==> config.mk <==
export PLATFORM = sky130hd
export DESIGN_NAME = write_ptr_flags_flat
export DESIGN_NICKNAME = d
export VERILOG_FILES = /design/src/rtl/write_ptr_flags_if.sv /design/src/rtl/write_ptr_flags.sv /design/src/flat_wrapper.sv
export SDC_FILE = /design/constraint.sdc
export NUM_CORES = 1
export LEC_CHECK = 0
export ABC_AREA = 1
export CORE_MARGIN = 3
export CORE_UTILIZATION = 40
export DETAILED_ROUTE_END_ITERATION = 7
export HOLD_SLACK_MARGIN = 0.08
export PLACE_DENSITY = 0.67
export SYNTH_ARGS = -nofsm -noshare
export SYNTH_HDL_FRONTEND = slang
export SYNTH_SLANG_ARGS = --single-unit
==> constraint.sdc <==
create_clock -name write_clk -period 3.14 [get_ports write_clk]
set_input_delay 0.628 -clock write_clk [delete_from_list [all_inputs] [get_ports write_clk]]
set_output_delay 0.628 -clock write_clk [all_outputs]
set_load 0.02 [all_outputs]
==> src/rtl/write_ptr_flags_if.sv <==
// Producer-side bus of the write-domain pointer block: request, synchronised
// read pointer, threshold/clear controls and the resulting pointer/status flags.
interface write_ptr_flags_if #(
  parameter int unsigned ADDR_W = 4
);
  logic              write_inc;
  logic [ADDR_W:0]   read_pointer_grey;
  logic [ADDR_W:0]   write_afull_thresh;
  logic              write_overflow_clr;
  logic              write_en;
  logic [ADDR_W-1:0] write_address;
  logic [ADDR_W:0]   write_pointer;
  logic              write_full;
  logic              write_almost_full;
  logic [ADDR_W:0]   write_level;
  logic              write_overflow;

  modport master (
    output write_inc, read_pointer_grey, write_afull_thresh, write_overflow_clr,
    input  write_en, write_address, write_pointer, write_full,
           write_almost_full, write_level, write_overflow
  );

  modport slave (
    input  write_inc, read_pointer_grey, write_afull_thresh, write_overflow_clr,
    output write_en, write_address, write_pointer, write_full,
           write_almost_full, write_level, write_overflow
  );
endinterface

==> src/rtl/write_ptr_flags.sv <==
// Async-FIFO write-domain pointer block: binary/Gray write pointer, memory
// write strobe/address, and registered full, almost-full, level and overflow.
module write_ptr_flags #(
  parameter int unsigned ADDR_W = 4
) (
  input  logic                    write_clk,
  input  logic                    write_reset_n,
  write_ptr_flags_if.slave        bus
);
  localparam int unsigned PW = ADDR_W + 1;

  logic [PW-1:0] wbin_q, wbin_d;
  logic [PW-1:0] gray_q, gray_d;
  logic [PW-1:0] level_q, level_d;
  logic [PW-1:0] rbin;
  logic          full_q, full_d;
  logic          afull_q, afull_d;
  logic          ovf_q, ovf_d;
  logic          wen;

  // Next-state: pointer advance, Gray-to-binary of the read pointer, flags
  always_comb begin
    wen     = bus.write_inc & ~full_q;
    wbin_d  = wbin_q + PW'(wen);
    gray_d  = wbin_d ^ (wbin_d >> 1);
    rbin    = bus.read_pointer_grey;
    for (int i = int'(ADDR_W) - 1; i >= 0; i--) begin
      rbin[i] = rbin[i+1] ^ bus.read_pointer_grey[i];
    end
    // Full when the write pointer is exactly one lap ahead of the read pointer
    full_d  = (gray_d == {~bus.read_pointer_grey[ADDR_W:ADDR_W-1],
                          bus.read_pointer_grey[ADDR_W-2:0]});
    level_d = wbin_d - rbin;
    afull_d = (level_d >= bus.write_afull_thresh);
    ovf_d   = (bus.write_inc & full_q) | (ovf_q & ~bus.write_overflow_clr);
  end

  always_ff @(posedge write_clk or negedge write_reset_n) begin
    if (!write_reset_n) begin
      wbin_q  <= '0;
      gray_q  <= '0;
      level_q <= '0;
      full_q  <= 1'b0;
      afull_q <= 1'b0;
      ovf_q   <= 1'b0;
    end else begin
      wbin_q  <= wbin_d;
      gray_q  <= gray_d;
      level_q <= level_d;
      full_q  <= full_d;
      afull_q <= afull_d;
      ovf_q   <= ovf_d;
    end
  end

  assign bus.write_en          = wen;
  assign bus.write_address     = wbin_q[ADDR_W-1:0];
  assign bus.write_pointer     = gray_q;
  assign bus.write_full        = full_q;
  assign bus.write_almost_full = afull_q;
  assign bus.write_level       = level_q;
  assign bus.write_overflow    = ovf_q;
endmodule

==> src/flat_wrapper.sv <==
// flat-port wrapper written by rule: the top's interface ports become plain ports
module write_ptr_flags_flat 
#(
  parameter int unsigned ADDR_W = 4
)
  (write_clk, write_reset_n, bus_write_inc, bus_read_pointer_grey, bus_write_afull_thresh, bus_write_overflow_clr, bus_write_en, bus_write_address, bus_write_pointer, bus_write_full, bus_write_almost_full, bus_write_level, bus_write_overflow);
  write_ptr_flags_if #(.ADDR_W(ADDR_W)) bus_i ();
  input  logic write_clk;
  input  logic write_reset_n;
  input wire logic [$bits(bus_i.write_inc)-1:0] bus_write_inc;
  input wire logic [$bits(bus_i.read_pointer_grey)-1:0] bus_read_pointer_grey;
  input wire logic [$bits(bus_i.write_afull_thresh)-1:0] bus_write_afull_thresh;
  input wire logic [$bits(bus_i.write_overflow_clr)-1:0] bus_write_overflow_clr;
  output wire logic [$bits(bus_i.write_en)-1:0] bus_write_en;
  output wire logic [$bits(bus_i.write_address)-1:0] bus_write_address;
  output wire logic [$bits(bus_i.write_pointer)-1:0] bus_write_pointer;
  output wire logic [$bits(bus_i.write_full)-1:0] bus_write_full;
  output wire logic [$bits(bus_i.write_almost_full)-1:0] bus_write_almost_full;
  output wire logic [$bits(bus_i.write_level)-1:0] bus_write_level;
  output wire logic [$bits(bus_i.write_overflow)-1:0] bus_write_overflow;
  assign bus_i.write_inc = bus_write_inc;
  assign bus_i.read_pointer_grey = bus_read_pointer_grey;
  assign bus_i.write_afull_thresh = bus_write_afull_thresh;
  assign bus_i.write_overflow_clr = bus_write_overflow_clr;
  assign bus_write_en = bus_i.write_en;
  assign bus_write_address = bus_i.write_address;
  assign bus_write_pointer = bus_i.write_pointer;
  assign bus_write_full = bus_i.write_full;
  assign bus_write_almost_full = bus_i.write_almost_full;
  assign bus_write_level = bus_i.write_level;
  assign bus_write_overflow = bus_i.write_overflow;
  write_ptr_flags #(.ADDR_W(ADDR_W)) u_core (.write_clk(write_clk), .write_reset_n(write_reset_n), .bus(bus_i));
endmodule
==> results.toml, run 1 <==
[setup_path]
r2r_setup_slack_ns = 0.39
arrival_ns = 3.18
required_ns = 3.31
critPathSlowestCell = "fa_2"
ff2ff_path_depth = 14
critPathCaptureType = "register"
r2r-start = "u_core.bus.write_full$_DFF_PN0_"
crit_start = "bus_read_pointer_grey[3]"
path_class = "in2reg"
cp_cell_sequence = "dlygate4sd2_1 > xnor2_2 > nand2b_4 > nand2_2 > nand2_2 > nand3_1 > nand2_1 > inv_1 > ha_2 > fa_2 > nor2_2 > a211oi_2 > xnor2_1 > ha_1 > a21oi_2 > o21a_1 > o311ai_2"
rr_endpoint = "u_core.bus.write_almost_full$_DFF_PN0_"
critPathLaunchType = "input port"
max_stage_delay_ns = 0.37
crit_top_cell = "nand2_2"
path_max_fanout = 3

[layout]
final_nets = 221
syn_to_final_growth_pct = 61.2
drive_gt1_share_pct = 28.4
fillers = 210
n_antenna_cell = 0
utilization_pct = 69.1

[worst_hold_path]
holdPathEnd = "u_core.bus.write_overflow$_DFF_PN0_"
hp-start = "u_core.bus.write_overflow$_DFF_PN0_"
hold_class = "reg2reg"
whs_path_depth = 2

[floorplan]
die_area_mm2 = 0.00336
ios = 32
core_mm2 = 0.00252
core.rowCount = 18
die_w_um = 58.0
start_util_pct = 42.9
die-height_um = 58.0

[clock_tree]
clk_pin_slew_worst_paths_ns = 0.10
clock-root-buffer = "clkbuf_4"
cts_tree = "yes"
htree_num_levels = 1
hold_buffers = 0
cts_max_path_buffers = 2
cts_buffers = 3
clock_latency_ns = 0.29
clock_sinks = 17

[sta]
timing.fmax_ghz = 0.333
finalCritPeriodShare_pct = 95.6
finClkSkew_ns = 0.00493
drv_slew = 0
slew_headroom_pct = 52.2
fin_crit_ns = 3.00
tightest_slew_ns = 0.714
setup_viol = 0
hold_viol_final = 0

[flow_run]
cap_violations = 0

[detailed_routing]
drt_pass1_iterations = 4
drc = 0
vias_per_cell = 4.78
ant_nets = 0
wire_per_inst_um = 12.1
wl_um = 2720
num_vias = 1071
drt_first_iter_violations = 27

[global_routing]
met1_usage_pct = 22.4
grt_pass1_wl_um = 4440
first_global_vias = 1010
grt_use_met2_pct = 29.0
track_usage_pct = 17.3
grt_util_met3_pct = 0.891
grt_max_degree = 18
busiest_layer = "met2"
overflow = 0
antenna_found_initial = 0

[synthesis]
ys_top_cells_by_area = "dfrtp_1 (39%), nand2_1 (13%), ha_1 (13%)"
synth_cell_types = 20
synth_seq_area_share_pct = 39.4
synthCells = 134
yosys_warnings = 0
synth.largest_area_cell = "dfrtp_1"
syn_area_mm2 = 0.00108
synth_top_cell_area_share_pct = 39.4
synth.ff_latch_count = 17
synth_nets = 160
syn_avg_cell_area_um2 = 8.07

[power_and_ir_drop]
vdd_ir_drop_max_uv = 893
p_per_area_mw_per_mm2 = 1230
p_leak_nw = 0.904
p_total_mw = 2.14

[outcome]
outcome = "complete, no violations"

[placed_design]
gp_congestion = 0.813
hpwl_um = 2120
io_buffers = 31
[worst max-delay path by stage]
stage / endpoint / cells past startpoint
floorplan: u_core.bus.write_almost_full$_DFF_PN0_ / 16
global placement: u_core.bus.write_almost_full$_DFF_PN0_ / 17
detailed placement: u_core.bus.write_almost_full$_DFF_PN0_ / 17
CTS: u_core.bus.write_almost_full$_DFF_PN0_ / 17
global route: u_core.bus.write_almost_full$_DFF_PN0_ / 17
finish: u_core.bus.write_almost_full$_DFF_PN0_ / 17
[final cells by class]
type                            count  area, um^2  area share [%]
Multi-Input combinational cell     93         654            37.5
Timing Repair Buffer               57         509            29.2
Sequential cell                    17         425            24.4
Clock buffer                        3        22.5            1.29
Clock inverter                      1        7.51           0.431
Tap cell                           30        37.5            2.15
Inverter                           23        86.3            4.95
[Yosys cell counts, drive strengths merged]
cell type	n
a211oi	1
a21oi	3
buf	1
dfrtp	17
fa	1
ha	11
inv	23
nand2	44
nand2b	1
nand3	14
nand4	5
nor2	4
o21a	1
o21ai	2
o311ai	1
xnor2	3
xor2	2
[power breakdown]
| group | leakage (nW) | switching [mW] | internal, mW |
|---|---|---|---|
| Clock | 0.0139 | 0.0693 | 0.0485 |
| Combinational | 0.684 | 0.803 | 0.811 |
| Sequential | 0.205 | 0.0768 | 0.332 |
[per-stage QoR]
| step | setup slack [ns] | cell area [um^2] | instances | hold WS (ns) | TNS (ns) |
|---|---|---|---|---|---|
| 2_1_floorplan | 0.0197 | 1090 | 134 | 0.332 | 0 |
| 3_3_place_gp | -0.462 | 1600 | 217 | 0.518 | -0.462 |
| 3_5_place_dp | -0.611 | 1600 | 217 | 0.528 | -0.611 |
| 4_1_cts | 0.00184 | 1700 | 223 | 0.546 | 0 |
| 5_1_grt | -0.0290 | 1740 | 224 | 0.616 | -0.0290 |
| 6_report | 0.137 | 1740 | 224 | 0.542 | 0 |
[registers in the layout (all words and copies together) (netlist names)]
| register | cells |
|---|---|
| u_core.bus.write_level | 5 |
| u_core.bus.write_pointer | 5 |
| u_core.wbin_q | 4 |
| u_core.bus.write_almost_full | 1 |
| u_core.bus.write_full | 1 |
| u_core.bus.write_overflow | 1 |
[placed cells by master (no fill, tap or decap), types with 2 or more instances in the layout]
master            n
nand2_1          36
clkdlybuf4s50_1  27
buf_4            26
inv_1            20
dfrtp_1          17
nand3_1          13
nand2_2           8
ha_1              7
nand4_1           5
inv_2             3
ha_4              3
clkbuf_4          3
xnor2_2           2
a21oi_1           2
xor2_1            2
nor2_1            2
dlymetal6s2s_1    2
[cell families (layout without fill, tap and decap cells)]
| logic type | after synthesis | count (layout) | synth area share (%) |
|---|---|---|---|
| adders and majority gates | 12 | 12 | 14.6 |
| buffers and inverters | 24 | 84 | 9.03 |
| and+or+nand+nor | 68 | 68 | 28.5 |
| AOI/OAI and AO/OA | 8 | 8 | 4.51 |
| xor gates and xnor gates | 5 | 5 | 4.05 |
| DFF | 17 | 17 | 39.4 |
[layer usage]
metal	part of all wire, %	routed length, um
met1	44	1200
met2	50	1370
met3	2.7	72
met4	2.7	72
met5	0	0
[worst max-delay path: cells and delay by family]
kind	cells	cell delay, ns
adder cells (fa/ha/maj)	3	0.86
AO/OA/AOI/OAI	4	0.45
buffers and inverters	2	0.30
XOR/XNOR	2	0.39
AND/OR/NAND/NOR	6	0.53
[timing repair]
action                     CTS  global route
resized for setup           12            12
buffers inserted             2             1
setup endpoints to repair    1             1
pin swaps                    6             8
hold endpoints to repair     0             0
(Power assumes the default switching activity.)
==> run 2: changes to the inputs <==
Settings changed: ABC_CLOCK_PERIOD_IN_PS from default to 3140.
==> results of run 2 <==
Same layout as run 1: the final DEF is identical, and so are final timing and power.
